--- config.mk ---
export PLATFORM = sky130hd
export DESIGN_NAME = slow_clock_gen
export DESIGN_NICKNAME = d
export VERILOG_FILES = /design/src/rtl/slow_clock_pkg.sv /design/src/rtl/slow_clock_gen_edge_sync.sv /design/src/rtl/slow_clock_gen.sv
export SDC_FILE = /design/constraint.sdc
export NUM_CORES = 1
export LEC_CHECK = 0
export CORE_ASPECT_RATIO = 1.1
export CORE_MARGIN = 1
export CORE_UTILIZATION = 55
export CTS_BUF_LIST = sky130_fd_sc_hd__clkbuf_16
export DETAILED_ROUTE_END_ITERATION = 6
export GPL_ROUTABILITY_DRIVEN = 0
export GPL_TIMING_DRIVEN = 0
export HOLD_SLACK_MARGIN = 0.06
export PLACE_DENSITY = 0.77
export REMOVE_ABC_BUFFERS = 1
export SLEW_MARGIN = 40
export SYNTH_ARGS = -nofsm -noshare
export SYNTH_HDL_FRONTEND = slang
export SYNTH_SLANG_ARGS = --single-unit
--- constraint.sdc ---
create_clock -name CLOCK -period 8.63 [get_ports CLOCK]
set_input_delay 1.726 -clock CLOCK [delete_from_list [all_inputs] [get_ports CLOCK]]
set_output_delay 1.726 -clock CLOCK [all_outputs]
set_load 0.01 [all_outputs]
--- src/rtl/slow_clock_pkg.sv ---
// slow_clock_pkg: shared mode and state encodings for the slow clock generator
package slow_clock_pkg;
    typedef enum logic [1:0] {MODE_RUN = 2'd0, MODE_STEP = 2'd1, MODE_HOLD = 2'd2} mode_t;
    typedef enum logic [1:0] {ST_IDLE, ST_LOW, ST_HIGH} state_t;
endpackage

--- src/rtl/slow_clock_gen_edge_sync.sv ---
// edge_sync: two-flop synchroniser with a one-cycle rising-edge pulse
module edge_sync (
    input  logic clk_i,
    input  logic rst_i,
    input  logic d_i,
    output logic pulse_o
);
    logic [2:0] sync_q;
    always_ff @(posedge clk_i or posedge rst_i)
        if (rst_i) sync_q <= '0;
        else       sync_q <= {sync_q[1:0], d_i};
    assign pulse_o = sync_q[1] & ~sync_q[2];
endmodule

--- src/rtl/slow_clock_gen.sv ---
// slow_clock_gen: 50%-duty divided clock with RUN/STEP/HOLD modes and
// registered RISE/FALL strobes; the divisor only changes between periods.
module slow_clock_gen
    import slow_clock_pkg::*;
#(
    parameter int CLOCK_HZ  = 100_000_000,
    parameter int SEL_WIDTH = 4,
    parameter int CNT_WIDTH = $clog2(CLOCK_HZ)
) (
    input  logic                 CLOCK,
    input  logic                 RESET,
    input  logic [SEL_WIDTH-1:0] SELECT,
    input  logic [1:0]           MODE,
    input  logic                 STEP,
    output logic                 SLOW_CLOCK,
    output logic                 RISE,
    output logic                 FALL,
    output logic [CNT_WIDTH-1:0] COUNT,
    output logic                 BUSY
);
    state_t                 state_q, state_d;
    logic [CNT_WIDTH-1:0]   cnt_q, cnt_d, half_raw, half;
    logic [SEL_WIDTH-1:0]   sel_q, sel_d;
    logic                   slow_q, slow_d, rise_q, rise_d, fall_q, fall_d;
    logic                   step_edge, last;
    mode_t                  mode;

    edge_sync u_step (.clk_i(CLOCK), .rst_i(RESET), .d_i(STEP), .pulse_o(step_edge));

    assign mode     = mode_t'(MODE);
    // Large exponents shift everything out; clamp so the fastest rate is CLOCK/2.
    assign half_raw = CNT_WIDTH'(CLOCK_HZ >> (32'(sel_q) + 32'd1));
    assign half     = (half_raw == '0) ? CNT_WIDTH'(1) : half_raw;
    assign last     = cnt_q == half - CNT_WIDTH'(1);

    always_ff @(posedge CLOCK or posedge RESET)
        if (RESET) begin
            state_q <= ST_IDLE;
            cnt_q   <= '0;
            sel_q   <= '0;
            slow_q  <= 1'b0;
            rise_q  <= 1'b0;
            fall_q  <= 1'b0;
        end else begin
            state_q <= state_d;
            cnt_q   <= cnt_d;
            sel_q   <= sel_d;
            slow_q  <= slow_d;
            rise_q  <= rise_d;
            fall_q  <= fall_d;
        end

    always_comb begin
        state_d = state_q;
        case (state_q)
            ST_IDLE: state_d = (mode == MODE_RUN) ? ST_LOW :
                               (mode == MODE_STEP && step_edge) ? ST_HIGH : ST_IDLE;
            ST_LOW:  state_d = last ? ST_HIGH : ST_LOW;
            ST_HIGH: state_d = !last ? ST_HIGH : (mode == MODE_RUN) ? ST_LOW : ST_IDLE;
            default: state_d = ST_IDLE;
        endcase
    end

    always_comb begin
        cnt_d  = cnt_q;
        sel_d  = sel_q;
        slow_d = slow_q;
        rise_d = 1'b0;
        fall_d = 1'b0;
        case (state_q)
            ST_IDLE: begin
                cnt_d  = '0;
                slow_d = state_d == ST_HIGH;
                rise_d = state_d == ST_HIGH;
                sel_d  = (state_d != ST_IDLE) ? SELECT : sel_q;
            end
            ST_LOW: begin
                cnt_d  = last ? '0 : cnt_q + CNT_WIDTH'(1);
                slow_d = last;
                rise_d = last;
            end
            ST_HIGH: begin
                cnt_d  = last ? '0 : cnt_q + CNT_WIDTH'(1);
                slow_d = !last;
                fall_d = last;
                sel_d  = last ? SELECT : sel_q;
            end
            default: cnt_d = '0;
        endcase
    end

    assign SLOW_CLOCK = slow_q;
    assign RISE       = rise_q;
    assign FALL       = fall_q;
    assign COUNT      = cnt_q;
    assign BUSY       = state_q != ST_IDLE;
endmodule

==> metrics.md, run 1 <==
| Metric | Value |
|---|---|
| Row count | 28 |
| Seq/Total Area, Yosys | 31.7% |
| Initial DRT Pass Iterations | 5 |
| Max VDD drop | ~120 µV |
| DRC viols | 0 |
| Ys flop type | dfrtp_1 |
| FFs w/ async S/R, synth | between 90% and 100% |
| Core Area | 0.00540 mm² |
| Share of cells above drive strength 1 | 8.14% |
| Worst setup startpoint | sel_q[0] |
| Unrepaired setup endpoints after global routing | no |
| Die Y-Extent | 80.4 µm |
| TritonCTS buffer count | 5 |
| Port Buf Inserts | 39 |
| Die Width | 73.3 µm |
| Routed WL | 7.49 mm |
| Io pins | 40 |
| CP max stage delay | about 0.85 ns |
| Gr busiest metal | met2 |
| Leakage power | 1.45 nW |
| Initial DRC count | 286 |
| Pwr Density | 119 mW/mm² |
| CP Max Fanout | 46 |
| Sw Share | 17.8% |
| Detail Route Antenna Nets | 0 |
| GR met2 Demand/Resource | roughly 42% |
| Largest net degree at the start of global routing | 47 |
| GRT Util Overall | 27.2% |
| Root buf cell | clkbuf_16 |
| Post-Layout Inst Area | between 0.003 and 0.004 mm² |
| Congestion Overflow GR | 0 |
| Worst Max-Slew Pin Slew | about 0.76 ns |
| Number of fill cells in the layout | between 400 and 500 |
| WL/cell | ~16 µm |
| Final setup vio count | 0 |
| Comb pwr share | under 10% |
| Total clock sinks | 39 |
| Sequential power share | 42.9% |
| CP arrival | slightly above 4 ns |
| Sequential cell area | approximately 980 µm² |
| Met3 Use GR | 5.52% |
| Status | completed |
| Max frequency | between 200 and 300 MHz |
| CP Cell Sequence | nand2_1 -> a2bb2oi_1 -> ha_1 -> xnor2_1 -> nor3_1 -> o21ai_0 -> a2111oi_0 -> and4_4 -> nor2_2 -> o311a_4 -> mux2_4 |
| Slowest CP cell | dfrtp_2 |
| Psw | 0.0000762 W |
| H-tree depth | 2 |
| Slew Limit Headroom | between 40% and 50% |
| Core Util, Final | 66.7% |
| DP Area | 0.00340 mm² |
| Reg-to-reg critical path startpoint | sel_q[0] |
| Antenna Diode Count | 0 |
| Final Hold Vio Count | 0 |
| Layout Nets | between 300 and 400 |
| Worst slack, placed | between 4 and 5 ns |
| Crit Path Class | reg2reg |
| Multi-input gate area | 0.00187 mm² |
| Critical Path RT | 8.80 ns |
| Global-route wire length before repair | 12.4 mm |
| Distinct cells, synth | 70 |
| CTS clk-pin slew, worst paths | about 0.060 ns |
| HPWL Detailed | 5.05 mm |
| Power share of the clock group | ~55% |
| Synthesis-stage register bit count | 39 |
| Setup_tns | 0 ns |
| CP Buf/Inv Count | 0 |
| Max-cap violations | 0 |
| Critical path launch point type | flip-flop |
| TritonCTS clock tree | yes |
| Netlist Area Pre-Place | 0.00308 mm² |
| Synth Area per Inst | 8.52 µm² |
| YS warnings | 0 |
| Cell Int Power | ~0.00035 W |
| Nature of the critical path endpoint | flip-flop |
| Vias in the first global route | 2552 |
| Post-CTS setup buffer count | 0 |
| Number of synthesized flops with an enable pin | 0 |
| Vias | roughly 2800 |
| Post-CTS Hold Buffers | 0 |
| Hold Path Origin | u_step.sync_q[0] |
| GR Util met1 | 37.5% |
| CP delay by family, top | compound AO/OA/AOI/OAI gates |
| Min Tclk post-route | 3.91 ns |
| Cells after Synth | around 360 |
| Period utilization | 45.3% |
| Resize count post-CTS | 0 |
| Vias per cell | 6.07 |
| Area grow syn2layout | 16.9% |
| Later-pin clock latency in the skew report | 0.28 ns |
| Hold WC Path Type | reg2reg |
| Final slew viol count | 0 |
| Final clock skew | 0.00420 ns |
| Final hold slack | 0.353 ns |
| Initial core utilization | 57.0% |
| Max clock buf depth | 2 |
| Initial antenna violation count | 0 |
| Final worst setup slack | 4.72 ns |
| Die Area | 0.00590 mm² |
## path summary, 6_finish.rpt
check | cells past startpoint | to | slack [ns]
max reg2reg | 11 | sel_q[1] | 4.72
max in group asynchronous | 3 | sel_q[1] | 6.46
max | 11 | sel_q[1] | 4.72
min | 0 | u_step.sync_q[1] | 0.35
min reg2reg | 0 | u_step.sync_q[1] | 0.35
min in group asynchronous | 2 | COUNT[18] | 1.73
## through the flow
stage          power (W)  std cells
3_3_place_gp    0.000195        447
4_1_cts         0.000433        456
3_5_place_dp    0.000196        448
2_1_floorplan   0.000190        333
5_1_grt         0.000443        456
6_report        0.000429        456
## flip-flops by register name, indices dropped and copies added (netlist names)
register	cells
COUNT	27
FALL	1
RISE	1
u_step.sync_q	3
state_q	2
SLOW_CLOCK	1
sel_q	4
## area by class of cell
| type | instances | share of cell area [%] |
|---|---|---|
| repair buffers | 40 | 11.4 |
| flip-flops and latches | 39 | 27.3 |
| clock inverters | 3 | 1.77 |
| well taps | 75 | 2.61 |
| inverters | 14 | 1.46 |
| clock buffers | 5 | 3.48 |
| multi-input cells | 280 | 52.0 |
## power groups by stage
stage                     combinational [W]  sequential, W  clock, W
after detailed placement         0.00000926       0.000187         0
after global routing              0.0000101       0.000184  0.000249
after CTS                        0.00000920       0.000184  0.000240
final                            0.00000894       0.000184  0.000236
after global placement           0.00000796       0.000187         0
after floorplan                  0.00000320       0.000187         0
## per-layer routing
layer  vias up  wire [µm]
li1       1317          -
met1      1315       3330
met2       117       3560
met3        18        472
met4         0        135
met5         -          0
## Yosys cell counts, types with 3 or more instances
library cell | n | share of area, %
nor2_1 | 52 | 6.3
dfrtp_1 | 39 | 32
nand2_1 | 20 | 2.4
xnor2_1 | 19 | 5.4
xor2_1 | 18 | 5.1
nand3_1 | 17 | 2.8
a21oi_1 | 14 | 2.3
o21ai_0 | 13 | 2.1
inv_1 | 12 | 1.5
nor3_1 | 12 | 2.0
clkbuf_1 | 10 | 1.2
and3_1 | 8 | 1.6
buf_2 | 7 | 1.1
buf_6 | 7 | 2.6
ha_1 | 7 | 2.8
nand2b_1 | 5 | 1.0
nand3b_1 | 5 | 1.2
nor2b_1 | 5 | 1.0
nor4_1 | 5 | 1.0
a221oi_1 | 4 | 1.1
a2bb2oi_1 | 4 | 1.1
a31oi_1 | 4 | 0.81
buf_4 | 4 | 0.98
mux2_4 | 4 | 2.0
o21ai_1 | 4 | 0.65
a211oi_1 | 3 | 0.73
a21o_1 | 3 | 0.73
mux2i_1 | 3 | 0.98
## worst reg2reg max path, stage by stage (launching register included)
cell and delay (ns):
dfrtp_2 0.85, nand2_1 0.30, a2bb2oi_1 0.21, ha_1 0.31, xnor2_1 0.17, nor3_1 0.21
o21ai_0 0.12, a2111oi_0 0.51, and4_4 0.36, nor2_2 0.05, o311a_4 0.41, mux2_4 0.31
## logic make-up (layout without fill, tap and decap cells)
logic type	count (synthesis)	in the layout	share of synthesized area, %
AO/OA/AOI/OAI	76	76	17.8
adder cells (fa/ha/maj)	8	8	3.17
XOR/XNOR	37	37	10.5
multiplexers	9	9	3.66
buffers and inverters	42	62	7.60
AND/OR/NAND/NOR	150	150	25.5
flip-flops	39	39	31.7
## cell usage in the layout, fill, tap and decap left out, types with 3 or more instances in the layout
| cell type | Yosys | layout |
|---|---|---|
| a211oi_1 | 3 | 3 |
| a21o_1 | 3 | 3 |
| a21oi_1 | 14 | 14 |
| a221oi_1 | 4 | 4 |
| a2bb2oi_1 | 4 | 4 |
| a31oi_1 | 4 | 4 |
| and3_1 | 8 | 8 |
| clkbuf_16 | 0 | 5 |
| clkdlybuf4s50_1 | 0 | 39 |
| dfrtp_1 | 39 | 35 |
| dfrtp_2 | 0 | 4 |
| ha_1 | 7 | 7 |
| inv_1 | 12 | 12 |
| inv_2 | 2 | 3 |
| mux2_4 | 4 | 4 |
| mux2i_1 | 3 | 3 |
| nand2_1 | 20 | 19 |
| nand2b_1 | 5 | 5 |
| nand3_1 | 17 | 17 |
| nand3b_1 | 5 | 5 |
| nor2_1 | 52 | 52 |
| nor2b_1 | 5 | 5 |
| nor3_1 | 12 | 12 |
| nor4_1 | 5 | 5 |
| o21ai_0 | 13 | 13 |
| o21ai_1 | 4 | 4 |
| xnor2_1 | 19 | 19 |
| xor2_1 | 18 | 18 |
No activity file was read; power rests on OpenSTA's default activity.
==> run 2, diff against run 1 <==
CORE_UTILIZATION = 51   (was 55)
PLACE_DENSITY = 0.75   (was 0.77)
clock period = 3.29 ns   (was 8.63 ns; I/O delays follow)
==> run 2 against run 1 <==
Sequential power grew to 2.6 times the previous value. Critical path depth up 1. Sequential share of layout area decreased by 0.83 points. First-iteration DRC count is 2.4% lower. Design area up 4.2%. Routed wire length up 11%. Die area is 7.6% higher. Clock power is 130% higher. Global-route usage up 0.10 points. Critical endpoint is now sel_q[0]. Highest routed layer unchanged.
==> metrics.md, run 2 (synthesized netlist as in run 1, its figures left out) <==
| Metric | Value |
|---|---|
| Status | completed |
| Hold Path Sink | u_step.sync_q[1] |
| Critical path launch point type | flip-flop |
| Critical Path RT | ~3.5 ns |
| Later-pin clock latency in the skew report | around 0.29 ns |
| Crit Reg-Reg Endpoint | sel_q[0] |
| Largest net degree at the start of global routing | 27 |
| Max-cap violations | 0 |
| Initial DRC count | around 280 |
| Slew Limit Headroom | between 60% and 70% |
| HPWL Detailed | 4.95 mm |
| Reg-to-reg critical path startpoint | sel_q[3] |
| Io pins | 40 |
| Antenna Diode Count | 0 |
| Final slew viol count | 0 |
| Hold WC Path Type | reg2reg |
| Die Width | roughly 76 µm |
| Nature of the critical path endpoint | flip-flop |
| Final Non-Filler Cells | 472 |
| Vias per cell | 6.16 |
| Commonest non-fill, non-tap cell in the layout | nor2_1 |
| Global-route wire length before repair | about 14 mm |
| CP arrival | 3.39 ns |
| Leakage power | 1.52 nW |
| WL/cell | 17.7 µm |
| WL met3 | between 600 and 700 µm |
| Hold path cells | 0 |
| Detail Route Antenna Nets | 0 |
| Initial DRT Pass Iterations | 5 |
| Final clock skew | around 0.0063 ns |
| Met1 WL | approximately 3.5 mm |
| GRT Util Overall | about 27% |
| Vias in the first global route | 2736 |
| DRC viols | 0 |
| Max frequency | 310 MHz |
| Layout Nets | just over 400 |
| Die Y-Extent | about 83 µm |
| Commonest non-fill, non-tap cells in the layout | nor2_1, clkdlybuf4s50_1, dfrtp_1 |
| Final setup vio count | 0 |
| Die Area | 0.00635 mm² |
| Worst R2R Path Depth | 12 |
| Row count | 29 |
| Vias | 2907 |
| Initial antenna violation count | 0 |
| Metal2 WL | a little under 4 mm |
| Root buf cell | clkbuf_16 |
| Worst R2R Setup Slack | 0.07 ns |
| CP Max Fanout | 10 |
| TritonCTS clock tree | yes |
| Routed WL | 8.34 mm |
| Final hold slack | 0.350 ns |
| Congestion Overflow GR | 0 |
| Area grow syn2layout | 21.8% |
| Worst Max-Slew Pin Slew | 0.524 ns |
| Max clock buf depth | 2 |
| Final Hold Vio Count | 0 |
| Initial core utilization | between 50% and 60% |
| Crit Path Class | reg2reg |
| Core Area | 0.00581 mm² |
| Port Buf Inserts | 39 |
| Max reg flops | 27 |
| Min Tclk post-route | between 3 and 4 ns |
| Share of cells above drive strength 1 | 13.2% |
| Post-CTS Hold Buffers | 0 |
| Hold Path Origin | u_step.sync_q[0] |
| Total clock sinks | 39 |
| H-tree depth | 2 |
| Pwr Density | 282 mW/mm² |
| Max VDD drop | 216 µV |
| # placed instances | 450 |
| Core Util, Final | 64.5% |
| CTS clk-pin slew, worst paths | 0.06 ns |
| Period utilization | 97.9% |
| TritonCTS buffer count | 5 |
| Highest routed layer | met4 |
[run 2: cell count changes in the layout (fill, tap and decap cells not counted), moves of 2 or more]
cell | before | now
a221oi_1 | 4 | 2
dfrtp_4 | 0 | 4
buf_8 | 0 | 2
buf_4 | 0 | 10
a221oi_2 | 0 | 2
dfrtp_2 | 4 | 0
buf_6 | 0 | 2
[run 2: power breakdown]
part / switching (W) / leakage, nW / internal (W)
combinational: 0.0000118 / 0.933 / 0.0000116
clock: 0.000196 / 0.0812 / 0.000354
sequential: 0.000000574 / 0.510 / 0.000481
total: 0.000208 / 1.52 / 0.000847
[run 2: worst max path at each step]
| stage | startpoint | slack, ns | cells past startpoint | to |
|---|---|---|---|---|
| final | sel_q[3] | 0.07 | 12 | sel_q[0] |
| after global routing | sel_q[3] | -0.03 | 12 | sel_q[3] |
| after CTS | sel_q[3] | 0.01 | 12 | sel_q[3] |
| after detailed placement | sel_q[0] | -0.37 | 12 | sel_q[3] |
| after global placement | sel_q[0] | -0.85 | 12 | sel_q[0] |
| after floorplan | sel_q[0] | -0.27 | 12 | sel_q[0] |
[run 2: worst max-delay path, stage by stage, from the launching register on]
cell	delay (ns)
dfrtp_4	0.56
inv_4	0.13
mux2i_1	0.08
a2bb2oi_1	0.16
ha_2	0.28
o21ai_1	0.11
a221oi_2	0.31
xnor2_1	0.15
and4b_2	0.34
and3_1	0.23
nor2_1	0.07
o311a_4	0.39
mux2_4	0.30
[run 2: repair_timing]
action,in CTS,in global routing
setup buffers,6,8
gates resized for setup,7,7
pin swaps,0,3
endpoints found under the setup margin,31,30
[run 2: metal layers]
metal,track usage [%],vias to the layer above
met4,14.5,0
met3,5.14,31
met5,0,-
li1,-,1353
met2,42.9,168
met1,35.7,1355
[run 2: area by class of cell]
cell class                 instances  area (µm²)
timing repair buffer              54         538
sequential                        39         991
tap                               77        96.3
fill                             496        2060
clock inverter                     3        38.8
clock buffer                       5         125
multi-input combinational        280        1900
inverter                          14        55.1
[run 2: per-stage QoR]
stage	power [W]	setup TNS [ns]	setup slack [ns]	area (µm²)
finish	0.00105	0	0.0694	3750
global route	0.00108	-0.0840	-0.0264	3750
CTS	0.00106	0	0.0117	3650
detailed placement	0.000515	-10.06	-0.374	3410
global placement	0.000512	-25.76	-0.847	3380
floorplan	0.000499	-1.09	-0.273	2900
